[src/rtl/configf_pkg.sv]
// Shared constants and types for the multi-channel config host.
package configf_pkg;

    localparam int unsigned DEF_ADDR_W      = 8;
    localparam int unsigned DEF_NUM_W       = 16;
    localparam int unsigned DEF_HOLD_CYC    = 15;
    localparam int unsigned DEF_TIMEOUT_CYC = 1024;

    typedef enum logic [3:0] {
        S_IDLE  = 4'b0001,
        S_ISSUE = 4'b0010,
        S_EXEC  = 4'b0100,
        S_HOLD  = 4'b1000
    } state_e;

    // Counter width able to hold max_val, never narrower than one bit.
    function automatic int unsigned cnt_w(input int unsigned max_val);
        return (max_val > 0) ? $clog2(max_val + 1) : 1;
    endfunction

endpackage

[src/rtl/configf_rr_arb.sv]
// Round-robin grant search starting just after the last granted channel.
module configf_rr_arb #(
    parameter  int unsigned NUM_CH = 4,
    localparam int unsigned IDX_W  = (NUM_CH > 1) ? $clog2(NUM_CH) : 1
) (
    input  logic [NUM_CH-1:0] req_i,
    input  logic              advance_i,
    input  logic [IDX_W-1:0]  last_i,
    output logic [IDX_W-1:0]  grant_o,
    output logic              valid_o
);

    // Scan farthest-first so the nearest requester after last_i wins.
    always_comb begin : scan
        int unsigned idx;
        idx     = 0;
        grant_o = '0;
        for (int unsigned k = NUM_CH; k >= 1; k--) begin
            idx = (32'(last_i) + k) % NUM_CH;
            if (req_i[IDX_W'(idx)]) begin
                grant_o = IDX_W'(idx);
            end
        end
    end

    assign valid_o = advance_i & (|req_i);

endmodule

[src/rtl/configf_host_mc.sv]
// Arbitrates NUM_CH user command ports onto the single configf_entity command port,
// one command in flight, with post-done hold window and command timeout.
module configf_host_mc
    import configf_pkg::*;
#(
    parameter int unsigned NUM_CH      = 4,
    parameter int unsigned ADDR_W      = DEF_ADDR_W,
    parameter int unsigned NUM_W       = DEF_NUM_W,
    parameter int unsigned HOLD_CYC    = DEF_HOLD_CYC,
    parameter int unsigned TIMEOUT_CYC = DEF_TIMEOUT_CYC
) (
    input  logic                     clk,
    input  logic                     reset,
    input  logic [NUM_CH-1:0]        usr_cmd_en_in,
    input  logic [NUM_CH*ADDR_W-1:0] usr_addr_in,
    input  logic [NUM_CH*NUM_W-1:0]  usr_wrrd_num_in,
    output logic [NUM_CH-1:0]        usr_cmd_done_out,
    output logic [NUM_CH-1:0]        usr_cmd_err_out,
    input  logic                     ent_cmd_done_in,
    output logic                     ent_cmd_en_out,
    output logic [ADDR_W-1:0]        ent_addr_out,
    output logic [NUM_W-1:0]         ent_wrrd_num_out,
    output logic                     busy_out
);

    localparam int unsigned IDX_W = (NUM_CH > 1) ? $clog2(NUM_CH) : 1;
    localparam int unsigned TMO_W = cnt_w(TIMEOUT_CYC);
    localparam int unsigned HLD_W = cnt_w(HOLD_CYC);
    localparam logic [TMO_W-1:0] TMO_LAST = TMO_W'(TIMEOUT_CYC - 1);
    localparam logic [TMO_W-1:0] TMO_MAX  = {TMO_W{1'b1}};
    localparam logic [HLD_W-1:0] HLD_LAST = HLD_W'(HOLD_CYC - 1);
    localparam logic [HLD_W-1:0] HLD_MAX  = {HLD_W{1'b1}};

    state_e state_q, state_d;

    logic [NUM_CH-1:0] en_q, pend_q, pend_d;
    logic [IDX_W-1:0]  last_q, last_d, gidx_q, gidx_d;
    logic [ADDR_W-1:0] addr_q, addr_d;
    logic [NUM_W-1:0]  num_q, num_d;
    logic [TMO_W-1:0]  tmo_q, tmo_d;
    logic [HLD_W-1:0]  hold_q, hold_d;
    logic              early_q, early_d, err_q, err_d;

    logic [NUM_CH-1:0] done_d, errp_d;
    logic              ent_en_d, busy_d;
    logic [ADDR_W-1:0] ent_addr_d;
    logic [NUM_W-1:0]  ent_num_d;

    logic [NUM_CH-1:0] rise, req;
    logic [IDX_W-1:0]  arb_idx;
    logic              arb_vld, tmo_hit, in_cmd, fire;

    logic [ADDR_W-1:0] addr_arr [NUM_CH];
    logic [NUM_W-1:0]  num_arr  [NUM_CH];

    for (genvar i = 0; i < NUM_CH; i++) begin : g_unpack
        assign addr_arr[i] = usr_addr_in[i*ADDR_W +: ADDR_W];
        assign num_arr[i]  = usr_wrrd_num_in[i*NUM_W +: NUM_W];
    end

    assign rise    = usr_cmd_en_in & ~en_q;
    assign req     = pend_q | rise;
    assign tmo_hit = (TIMEOUT_CYC != 0) && (tmo_q >= TMO_LAST);

    configf_rr_arb #(.NUM_CH(NUM_CH)) u_arb (
        .req_i     (req),
        .advance_i (state_q == S_IDLE),
        .last_i    (last_q),
        .grant_o   (arb_idx),
        .valid_o   (arb_vld)
    );

    always_ff @(posedge clk) begin
        if (reset) state_q <= S_IDLE;
        else       state_q <= state_d;
    end

    // Done outranks a same-cycle timeout; a done seen during ISSUE is remembered.
    always_comb begin
        state_d = state_q;
        case (state_q)
            S_IDLE:  if (arb_vld) state_d = S_ISSUE;
            S_ISSUE: state_d = S_EXEC;
            S_EXEC:  if (ent_cmd_done_in || early_q || tmo_hit) state_d = S_HOLD;
            S_HOLD:  if (hold_q == HLD_LAST) state_d = S_IDLE;
            default: state_d = S_IDLE;
        endcase
    end

    always_comb begin
        pend_d  = pend_q | rise;
        last_d  = last_q;
        gidx_d  = gidx_q;
        addr_d  = addr_q;
        num_d   = num_q;
        tmo_d   = tmo_q;
        early_d = early_q;
        err_d   = err_q;
        hold_d  = '0;

        if (state_q == S_IDLE && arb_vld) begin
            pend_d[arb_idx] = 1'b0;
            gidx_d  = arb_idx;
            last_d  = arb_idx;
            addr_d  = addr_arr[arb_idx];
            num_d   = num_arr[arb_idx];
            tmo_d   = '0;
            early_d = 1'b0;
            err_d   = 1'b0;
        end
        if ((state_q == S_ISSUE || state_q == S_EXEC) && tmo_q != TMO_MAX) begin
            tmo_d = tmo_q + TMO_W'(1);
        end
        if (state_q == S_ISSUE && ent_cmd_done_in) early_d = 1'b1;
        if (state_q == S_EXEC && state_d == S_HOLD) err_d = ~(ent_cmd_done_in | early_q);
        if (state_q == S_HOLD) hold_d = (hold_q == HLD_MAX) ? hold_q : hold_q + HLD_W'(1);

        // Output registers load from next-state values so they line up with the state.
        in_cmd     = (state_d == S_ISSUE) || (state_d == S_EXEC);
        ent_en_d   = (state_d == S_ISSUE);
        ent_addr_d = in_cmd ? addr_d : '0;
        ent_num_d  = in_cmd ? num_d : '0;
        busy_d     = (state_d != S_IDLE);
        fire       = (state_d == S_HOLD) && (hold_d == HLD_LAST);
        done_d     = '0;
        errp_d     = '0;
        if (fire) begin
            if (err_d) errp_d[gidx_d] = 1'b1;
            else       done_d[gidx_d] = 1'b1;
        end
    end

    always_ff @(posedge clk) begin
        if (reset) begin
            en_q             <= '0;
            pend_q           <= '0;
            last_q           <= '0;
            gidx_q           <= '0;
            addr_q           <= '0;
            num_q            <= '0;
            tmo_q            <= '0;
            hold_q           <= '0;
            early_q          <= 1'b0;
            err_q            <= 1'b0;
            usr_cmd_done_out <= '0;
            usr_cmd_err_out  <= '0;
            ent_cmd_en_out   <= 1'b0;
            ent_addr_out     <= '0;
            ent_wrrd_num_out <= '0;
            busy_out         <= 1'b0;
        end else begin
            en_q             <= usr_cmd_en_in;
            pend_q           <= pend_d;
            last_q           <= last_d;
            gidx_q           <= gidx_d;
            addr_q           <= addr_d;
            num_q            <= num_d;
            tmo_q            <= tmo_d;
            hold_q           <= hold_d;
            early_q          <= early_d;
            err_q            <= err_d;
            usr_cmd_done_out <= done_d;
            usr_cmd_err_out  <= errp_d;
            ent_cmd_en_out   <= ent_en_d;
            ent_addr_out     <= ent_addr_d;
            ent_wrrd_num_out <= ent_num_d;
            busy_out         <= busy_d;
        end
    end

endmodule

[config.mk]
export PLATFORM = sky130hd
export DESIGN_NAME = configf_host_mc
export DESIGN_NICKNAME = d
export VERILOG_FILES = /design/src/rtl/configf_pkg.sv /design/src/rtl/configf_rr_arb.sv /design/src/rtl/configf_host_mc.sv
export SDC_FILE = /design/constraint.sdc
export NUM_CORES = 1
export LEC_CHECK = 0
export CORE_ASPECT_RATIO = 0.9
export CORE_UTILIZATION = 40
export CTS_CLUSTER_SIZE = 40
export DETAILED_ROUTE_END_ITERATION = 16
export HOLD_SLACK_MARGIN = 0.06
export PLACE_DENSITY = 0.71
export SYNTH_ARGS = -nofsm -noshare
export SYNTH_HDL_FRONTEND = slang
export SYNTH_SLANG_ARGS = --single-unit
[constraint.sdc]
create_clock -name clk -period 1.9 [get_ports clk]
set_input_delay 0.38 -clock clk [delete_from_list [all_inputs] [get_ports clk]]
set_output_delay 0.38 -clock clk [all_outputs]
set_load 0.005 [all_outputs]
==> results of run 1 <==
Yosys cell counts, drive strengths merged, types with 2 or more instances:
master / count
a21o: 2
buf: 17
a211oi: 35
and2: 2
o22ai: 2
clkbuf: 31
o21bai: 2
o41ai: 4
a31oi: 4
nor2: 32
a22o: 2
nor4b: 3
or2: 4
mux2i: 3
a221oi: 22
mux2: 3
dfxtp: 91
xor2: 2
a21oi: 21
ha: 3
and2b: 2
a22oi: 4
nor4: 2
and3: 31
nor2b: 7
inv: 32
nand2b: 31
o211ai: 24
a41oi: 2
o32ai: 3
nand4: 49
o21ai: 10
or3: 5
nand2: 13
nor3: 11
xnor2: 2
nand3: 14
and3b: 22
report_power, final:
part	switching [mW]	internal, mW	leakage [nW]
Sequential	0.270	2.53	0.753
Clock	0.809	1.03	0.138
Combinational	3.74	3.75	2.49
Total	4.82	7.31	3.38
stage by stage:
| step | total power [mW] | util (%) | instances | TNS [ns] |
|---|---|---|---|---|
| after global routing | 12.67 | 72.40 | 939 | -5.950 |
| after floorplan | 5.819 | - | 556 | 0 |
| after detailed placement | 8.212 | 60.11 | 893 | -40.83 |
| final | 12.13 | 72.40 | 939 | -1.808 |
| after CTS | 10.95 | 67.37 | 923 | -4.383 |
| after global placement | 8.045 | 60.11 | 893 | -37.28 |
worst min-delay path by stage:
| stage | end | depth (start not counted) | slack [ns] | start |
|---|---|---|---|---|
| floorplan | tmo_q[9] | 1 | 0.44 | tmo_q[9] |
| global placement | tmo_q[9] | 1 | 0.46 | tmo_q[9] |
| detailed placement | tmo_q[9] | 1 | 0.50 | tmo_q[9] |
| CTS | en_q[3] | 2 | 0.44 | usr_cmd_en_in[3] |
| global route | en_q[1] | 2 | 0.35 | usr_cmd_en_in[1] |
| finish | en_q[1] | 2 | 0.34 | usr_cmd_en_in[1] |
area by class of cell:
cell class                 instances  area [µm²]  share of cell area (%)
inverter                          32       120.1                   1.428
tap                              156       195.2                   2.320
timing repair buffer             259        2585                   30.73
sequential                        91        1846                   21.94
multi-input combinational        385        3367                   40.02
clock inverter                     7       75.07                  0.8923
clock buffer                       9       225.2                   2.677
logic make-up after synthesis:
kind of cell	after synthesis	synth area share [%]
xor+xnor	4	0.7212
compound gates	141	22.41
flops	91	37.50
mux	6	1.313
buf+inv	80	7.442
fa+ha+maj	3	0.7727
simple gates	231	29.85
layout by cell type, fill, tap and decap left out, drive strengths merged, types with 5 or more instances in the layout:
master         count
and3b             22
nor3              11
buf              121
a211oi            35
dfxtp             91
o21ai             10
inv               34
a21oi             21
nand2             13
nor2              32
or3                5
nor2b              7
and3              31
o211ai            24
nand2b            31
a221oi            22
clkbuf            12
nand3             14
clkdlybuf4s50    131
nand4             49
worst max-delay path, stage by stage (launching register included):
cell	delay (ns)
dfxtp_2	0.33
or2b_4	0.30
a41oi_4	0.17
o32ai_4	0.12
buf_12	0.16
buf_12	0.14
a221oi_2	0.30
o211ai_1	0.20
and3b_1	0.22
metal layers:
metal  global-route usage, %  vias to the layer above  share of wire, %
met5                       0                        -                 0
met4                   9.890                        0               2.4
met3                   5.258                       44               7.8
met2                   44.41                      300                49
met1                   34.06                     2755                41
li1                        -                     2549                 -
sequential cells by signal, indices dropped and copies added (netlist names):
name              flops
addr_q                8
busy_out              1
early_q               1
en_q                  4
ent_addr_out          8
ent_cmd_en_out        1
ent_wrrd_num_out     16
err_q                 1
gidx_q                2
hold_q                4
last_q                2
num_q                16
pend_q                4
state_q               4
tmo_q                11
usr_cmd_done_out      4
usr_cmd_err_out       4
timing repair:
item | 4_1_cts | 5_1_grt
cloned | 4 | 4
setup buffers | 11 | 17
setup endpoints to repair | 71 | 72
pin swaps | 26 | 59
gates resized for setup | 78 | 90
==> metrics.yaml, run 1 <==
worst_hold_path:
  hold_class: "in -> reg"
status:
  violations: "negative setup slack"
  status: "finished with violations"
synthesis:
  synth_flop_cell: "dfxtp_1"
  syn_inst: 556
  ys_warn_count: 0
  ys_seq_area_share_pct: 37.50
  synthArstFlopShare_pct: 0
  synth_edf_count: 0
  ys_types: 67
  synth.cell_area_mm2: 0.004858
  synth_area_leader_cell: "dfxtp_1"
  syn_area_per_cell_um2: 8.738
  synth_top_area_share_pct: 37.50
  ys_seq_elements: 91
  synth_area_leaders: "dfxtp_1, nand4_1, a211oi_1"
  synth_nets: 662
cells_and_area:
  diodes: 0
  areaGrowthSynthToFinish_pct: 73.17
  fin_nets: 884
  fill_cells: 808
  design_area_mm2: 0.008413
  layout-drive-gt1-share_pct: 34.61
job:
  maxCapViolations: 0
timing:
  fmax_mhz: 485.4
  whs_ns: 0.3360
  period_needed_ns: 2.060
  finalHoldViolCount: 0
  worst_pin_slew_ns: 0.4578
  min_period_over_period_pct: 108.4
  timing.final.ws_setup_ns: -0.1603
  drv_slew: 0
  rsz0062_at_grt: "yes"
  slew_headroom_pct: 69.48
  setup_viol: 45
  finalClockSkew_ns: 0.01034
place:
  dpl.hpwl_um: 11390
  gp_congestion: 0.9430
  numPortBuffers: 136
  pre_cts_ws_ns: -0.6630
  postPlaceCellArea_mm2: 0.006984
pwr:
  p_leak_nw: 3.383
  power_density_mw_per_mm2: 1442
  irDropWorstVdd_mv: 0.7226
cts:
  cts_sinks: 91
  h-tree-depth: 3
  cts_root_buf: "clkbuf_16"
  cts_tree: "built"
  insertion_delay_ns: 0.36
  hold_buffers: 0
  clkSlewWorstSetupHoldPaths_ns: 0.07
  numCtsBuffers: 9
  clk_path_buf_depth: 2
floorplanning:
  num_rows: 37
  die_w_um: 118.2
  die_y_um: 106.6
  die_area_mm2: 0.01259
  ioPinCount: 137
  floorplan.initialDensity_pct: 41.81
  core_mm2: 0.01162
setup_path:
  arrival_ns: 2.31
  critPathLaunchType: "register"
  startpoint: "en_q[3]"
  end_kind: "register"
  critical_path_required_ns: 2.15
  worstSetupPathType: "reg -> reg"
  timing.rr.end: "addr_q[7]"
  critPathMaxFanout: 6
  r2r_slack_ns: -0.16
  endpoint: "addr_q[7]"
  r2r-start: "en_q[3]"
  r2r_cells: 8
detailed_routing:
  wl_um: 18850
  drt_first_pass_iters: 6
  wl_per_cell_um: 20.07
  ant_nets: 0
  vias: 5648
  vias_per_cell: 6.015
  drt_iter0_markers: 457
  drc_errors: 0
global_route:
  grt_pass1_wl_um: 26450
  grt_usage_pct: 26.67
  grt-ovfl-total: 0
  grt_pass1_vias: 5301
  grt_max_degree: 38
  grt_antenna_before_repair: 0
(Power assumes the default switching activity.)
==> inputs of run 2 (changes only) <==
ABC_CLOCK_PERIOD_IN_PS = 1900   (was default)
DONT_BUFFER_PORTS = 1   (was default)
PLACE_DENSITY = default   (was 0.71)
==> run 2 against run 1 <==
Sequential power is 1% higher; first-iteration DRC count is 16% lower; maximum frequency is 6.7% higher; highest routed layer unchanged; global-route usage is 4.1 points lower; via count is 19% lower; register-to-register slack better by 0.13 ns; die area stayed put; design area is 26% lower; critical path depth stayed put; critical path type unchanged; combinational power is 30% lower; critical endpoint is now ent_wrrd_num_out[15]; the flow still finishes with violations (negative setup slack).
==> metrics.yaml, run 2 (synthesis gave the netlist of run 1 again) <==
status:
  status: "finished with violations"  # unchanged
  violations: "negative setup slack"  # unchanged
cts:
  numCtsBuffers: 9  # unchanged
  hold_buffers: 0  # unchanged
  clkSlewWorstSetupHoldPaths_ns: 0.06  # was 0.07 ns
  cts_sinks: 91  # unchanged
  cts_root_buf: "clkbuf_16"  # unchanged
  h-tree-depth: 3  # unchanged
  clk_path_buf_depth: 2  # unchanged
  insertion_delay_ns: 0.35  # was 0.36 ns
  cts_tree: "built"  # unchanged
cells_and_area:
  layout-drive-gt1-share_pct: 30.79  # was 34.61%
  diodes: 0  # unchanged
  areaGrowthSynthToFinish_pct: 28.35  # was 73.17%
  final_cells: 760  # was 939
  design_area_mm2: 0.006236  # was 0.008413 mm²
  layout_commonest_cell: "dfxtp_1"  # was clkdlybuf4s50_1
  top_regs: "ent_wrrd_num_out (16), num_q (16), tmo_q (11)"  # unchanged
  fin_util_pct: 53.67  # was 72.40%
  final_cell_mix: "dfxtp_1, buf_4, nand4_1"  # was clkdlybuf4s50_1, buf_4, dfxtp_1
  fin_nets: 705  # was 884
global_route:
  grt_pass1_wl_um: 22260  # was 26450 µm
  grt_pass1_vias: 4371  # was 5301
  grt_antenna_before_repair: 0  # unchanged
  grt_max_degree: 57  # was 38
  grt-ovfl-total: 0  # unchanged
  grt_usage_pct: 22.58  # was 26.67%
setup_path:
  worstSetupPathType: "reg -> reg"  # unchanged
  end_kind: "register"  # unchanged
  r2r_slack_ns: -0.03  # was -0.16 ns
  critical_path_required_ns: 2.14  # was 2.15 ns
  crit_slowest_cell: "dfxtp_2"  # unchanged
  critPathTopFamily: "compound AO/OA/AOI/OAI gates"  # unchanged
  startpoint: "en_q[3]"  # unchanged
  critPathMaxFanout: 22  # was 6
  path_buf_inv: 2  # unchanged
  r2r-start: "en_q[3]"  # unchanged
  arrival_ns: 2.17  # was 2.31 ns
  crit_chain: "nor2b_4, buf_4, o41ai_2, a22o_1, buf_12, a221oi_2, o211ai_1, and3_1"  # was or2b_4, a41oi_4, o32ai_4, buf_12, buf_12, a221oi_2, o211ai_1, and3b_1
  critPathLaunchType: "register"  # unchanged
  cpPeakStageDelay_ns: 0.33  # about the same
timing:
  fmax_mhz: 518.1  # was 485.4 MHz
  rsz0062_at_grt: "yes"  # unchanged
  worst_pin_slew_ns: 0.4009  # was 0.4578 ns
  tns_ns: -0.06429  # was -1.808 ns
  timing.final.ws_setup_ns: -0.03019  # was -0.1603 ns
  finalClockSkew_ns: 0.005438  # was 0.01034 ns
  drv_slew: 0  # unchanged
  slew_headroom_pct: 72.51  # was 69.48%
  setup_viol: 4  # was 45
  min_period_over_period_pct: 101.6  # was 108.4%
  period_needed_ns: 1.930  # was 2.060 ns
  finalHoldViolCount: 0  # unchanged
  whs_ns: 0.09295  # was 0.3360 ns
floorplanning:
  die_area_mm2: 0.01259  # unchanged
  floorplan.initialDensity_pct: 41.81  # unchanged
  ioPinCount: 137  # unchanged
  core_mm2: 0.01162  # unchanged
  die_y_um: 106.6  # unchanged
  num_rows: 37  # unchanged
  die_w_um: 118.2  # unchanged
detailed_routing:
  drt-met1-wl_um: 6640  # was 7753 µm
  route.met3.wl_um: 948  # was 1471 µm
  drt_iter0_markers: 383  # was 457
  drt_first_pass_iters: 6  # unchanged
  ant_nets: 0  # unchanged
  vias_per_cell: 6.045  # was 6.015
  vias: 4594  # was 5648
  wl_per_cell_um: 19.34  # was 20.07 µm
  wl_um: 14700  # was 18850 µm
  drc_errors: 0  # unchanged
  topRoutingLayerUsed: "met4"  # unchanged
  wl_met2_um: 6826  # was 9163 µm
pwr:
  p_leak_nw: 2.495  # was 3.383 nW
  irDropWorstVdd_mv: 0.6901  # was 0.7226 mV
  power_density_mw_per_mm2: 1573  # was 1442 mW/mm²
  total_power_mw: 9.809  # was 12.13 mW
job:
  maxCapViolations: 0  # unchanged
place:
  dp.cells: 732  # was 893
  pre_cts_ws_ns: -0.1443  # was -0.6630 ns
  numPortBuffers: 0  # was 136
  dpl.hpwl_um: 9938  # was 11390 µm
  postPlaceCellArea_mm2: 0.005440  # was 0.006984 mm²
  gp_congestion: 0.9439  # was 0.9430
worst_hold_path:
  hold_class: "in -> reg"  # unchanged
  hp-start: "reset"  # was usr_cmd_en_in[1]
[run 2: changes by cell type in the layout (fill, tap and decap cells not counted), sizes merged]
cell	delta
buf	-42
bufinv	-1
clkbuf	+1
clkdlybuf4s50	-131
clkinv	+1
clkinvlp	-1
dlygate4sd2	-2
dlymetal6s2s	-2
inv	-2
[run 2: layout make-up]
type / count / area [µm²]
Tap cell: 156 / 195.2
Inverter: 32 / 120.1
Sequential cell: 91 / 1841
Clock buffer: 12 / 256.5
Multi-Input combinational cell: 385 / 3067
Timing Repair Buffer: 80 / 732.0
Fill cell: 1092 / 5384
Clock inverter: 4 / 25.02
[run 2: routing by layer]
layer / global-route usage, % / vias to the layer above
li1: - / 2189
met1: 29.04 / 2217
met2: 35.46 / 161
met3: 6.599 / 27
met4: 8.791 / 0
met5: 0 / -
[run 2: path summary, 6_finish.rpt]
path         cells after the start                    to
max                              8  ent_wrrd_num_out[15]
min                              1            state_q[1]
max reg2reg                      8  ent_wrrd_num_out[15]
min reg2reg                      1              tmo_q[9]
[run 2: timing repair]
action                                  in CTS  in global routing
hold endpoints to repair                     0                  0
resized for setup                           20                 69
endpoints found under the setup margin      50                 63
pin swaps                                    4                 29
gates cloned                                 0                  2
setup buffers                                1                  9
[run 2: power by group]
part	internal, mW	switching, mW
clock network	0.954	0.751
logic	2.42	2.85
registers	2.53	0.305
total	5.91	3.90
==> inputs of run 3 (changes only) <==
CORE_MARGIN = 3   (was default)
PLACE_DENSITY_LB_ADDON = 0.2   (was default)
==> run 3 against run 2 <==
The flow still finishes with violations (negative setup slack); first-iteration DRC count up 6.8%; cell count increased by 2.1%; clock power increased by 27%; critical path depth stayed put; die area increased by 7.3%; setup slack lost 0.066 ns; register-to-register slack lost 0.07 ns; sequential power barely moved; maximum frequency down 3.3%; count of clock-buffer cells in the layout fell by 1; via count grew 2.6%.
==> metrics.yaml, run 3 (synthesis gave the netlist of run 1 again) <==
place:
  pre_cts_ws_ns: -0.1709  # was -0.1443 ns
  numPortBuffers: 0  # unchanged
  dp.cells: 741  # was 732
  gp_congestion: 0.8799  # was 0.9439
  dpl.hpwl_um: 10390  # was 9938 µm
  postPlaceCellArea_mm2: 0.005558  # was 0.005440 mm²
global_route:
  grt_pass1_vias: 4338  # was 4371
  grt_pass1_wl_um: 23550  # was 22260 µm
  grt-ovfl-total: 0  # unchanged
  grt_antenna_before_repair: 0  # unchanged
  grt_max_degree: 57  # unchanged
  grt_usage_pct: 22.01  # was 22.58%
job:
  maxCapViolations: 0  # unchanged
floorplanning:
  die_w_um: 122.2  # was 118.2 µm
  die_area_mm2: 0.01351  # was 0.01259 mm²
  num_rows: 37  # unchanged
  core_mm2: 0.01167  # was 0.01162 mm²
  ioPinCount: 137  # unchanged
  die_y_um: 110.6  # was 106.6 µm
  floorplan.initialDensity_pct: 41.65  # was 41.81%
pwr:
  power_density_mw_per_mm2: 1643  # was 1573 mW/mm²
  total_power_mw: 11.34  # was 9.809 mW
  p_leak_nw: 2.783  # was 2.495 nW
  irDropWorstVdd_mv: 0.9538  # was 0.6901 mV
cells_and_area:
  diodes: 0  # unchanged
  fin_nets: 721  # was 705
  final_cell_mix: "dfxtp_1, buf_4, nand4_1"  # unchanged
  fin_util_pct: 59.15  # was 53.67%
  layout-drive-gt1-share_pct: 36.13  # was 30.79%
  areaGrowthSynthToFinish_pct: 42.03  # was 28.35%
  design_area_mm2: 0.006900  # was 0.006236 mm²
  layout_commonest_cell: "dfxtp_1"  # unchanged
  final_cells: 776  # was 760
  top_regs: "ent_wrrd_num_out (16), num_q (16), tmo_q (11)"  # unchanged
detailed_routing:
  topRoutingLayerUsed: "met4"  # unchanged
  wl_met2_um: 7191  # was 6826 µm
  vias: 4713  # was 4594
  drt_iter0_markers: 409  # was 383
  route.met3.wl_um: 1103  # was 948 µm
  drt_first_pass_iters: 5  # was 6
  drt-met1-wl_um: 7512  # was 6640 µm
  drc_errors: 0  # unchanged
  vias_per_cell: 6.073  # was 6.045
  ant_nets: 0  # unchanged
  wl_per_cell_um: 20.85  # was 19.34 µm
  wl_um: 16180  # was 14700 µm
cts:
  insertion_delay_ns: 0.35  # about the same
  cts_root_buf: "clkbuf_16"  # unchanged
  numCtsBuffers: 9  # unchanged
  cts_tree: "built"  # unchanged
  clkSlewWorstSetupHoldPaths_ns: 0.06  # about the same
  cts_sinks: 91  # unchanged
  h-tree-depth: 3  # unchanged
  clk_path_buf_depth: 2  # unchanged
timing:
  rsz0062_at_grt: "yes"  # unchanged
  min_period_over_period_pct: 105.0  # was 101.6%
  worst_pin_slew_ns: 0.3916  # was 0.4009 ns
  timing.final.ws_setup_ns: -0.09587  # was -0.03019 ns
  slew_headroom_pct: 73.61  # was 72.51%
  tns_ns: -1.167  # was -0.06429 ns
  finalClockSkew_ns: 0.008302  # was 0.005438 ns
  fmax_mhz: 501.0  # was 518.1 MHz
  period_needed_ns: 1.996  # was 1.930 ns
  setup_viol: 38  # was 4
  drv_slew: 0  # unchanged
  whs_ns: 0.1005  # was 0.09295 ns
  finalHoldViolCount: 0  # unchanged
setup_path:
  worstSetupPathType: "reg -> reg"  # unchanged
  critPathLaunchType: "register"  # unchanged
  r2r_slack_ns: -0.1  # was -0.03 ns
  critical_path_required_ns: 2.14  # about the same
  end_kind: "register"  # unchanged
  critPathMaxFanout: 6  # was 22
  arrival_ns: 2.24  # was 2.17 ns
status:
  status: "finished with violations"  # unchanged
  violations: "negative setup slack"  # unchanged
worst_hold_path:
  hold_class: "in -> reg"  # unchanged
run 3: cell types whose count changed in the layout (fill, tap and decap cells not counted), moves of 3 or more:
cell / change
a221oi_1: -9
a221oi_4: +6
buf_12: +6
bufinv_16: +4
clkbuf_16: +4
nand3_1: -4
a211oi_2: +3
a221oi_2: +3
nand3_2: +3
run 3: layout make-up:
cell class              instances  area, µm²
fillers                      1018       4766
inverters                      32      120.1
multi-input cells             385       3324
flip-flops and latches         91       1847
clock buffers                  11      232.7
repair buffers                 96       1056
clock inverters                 5      125.1
well taps                     156      195.2
run 3: repair_timing:
item | in CTS | in global routing
setup endpoints to repair | 59 | 68
pin swaps | 14 | 71
hold buffers | 0 | 0
endpoints found under the hold margin | 0 | 0
resized for setup | 38 | 99
gates cloned | 1 | 6
buffers inserted | 2 | 12
run 3: worst paths after layout:
kind                                from         end  cells past startpoint
worst max-delay path             en_q[3]    num_q[7]                      8
worst min-delay path               reset  state_q[3]                      1
worst min register to register  tmo_q[9]    tmo_q[9]                      1
worst max register to register   en_q[3]    num_q[7]                      8
run 3: worst max-delay path, stage by stage (launching register included):
cell and delay [ns]:
dfxtp_2 0.32, or2b_4 0.30, a41oi_4 0.17, o32ai_4 0.13, buf_12 0.16, buf_12 0.15
a221oi_2 0.30, o211ai_1 0.16, and3b_1 0.20
run 3: routing by layer:
layer  global-route usage (%)  up-vias
met5                        0        -
met4                    6.940        0
met3                    6.196       29
met2                    31.63      159
met1                    31.72     2297
li1                         -     2228
run 3: power breakdown:
part           switching [mW]  leakage, nW  internal [mW]
sequential              0.299        0.752           2.53
combinational            3.31         1.86           3.04
clock                   0.744        0.174           1.42
total                    4.35         2.78           6.99
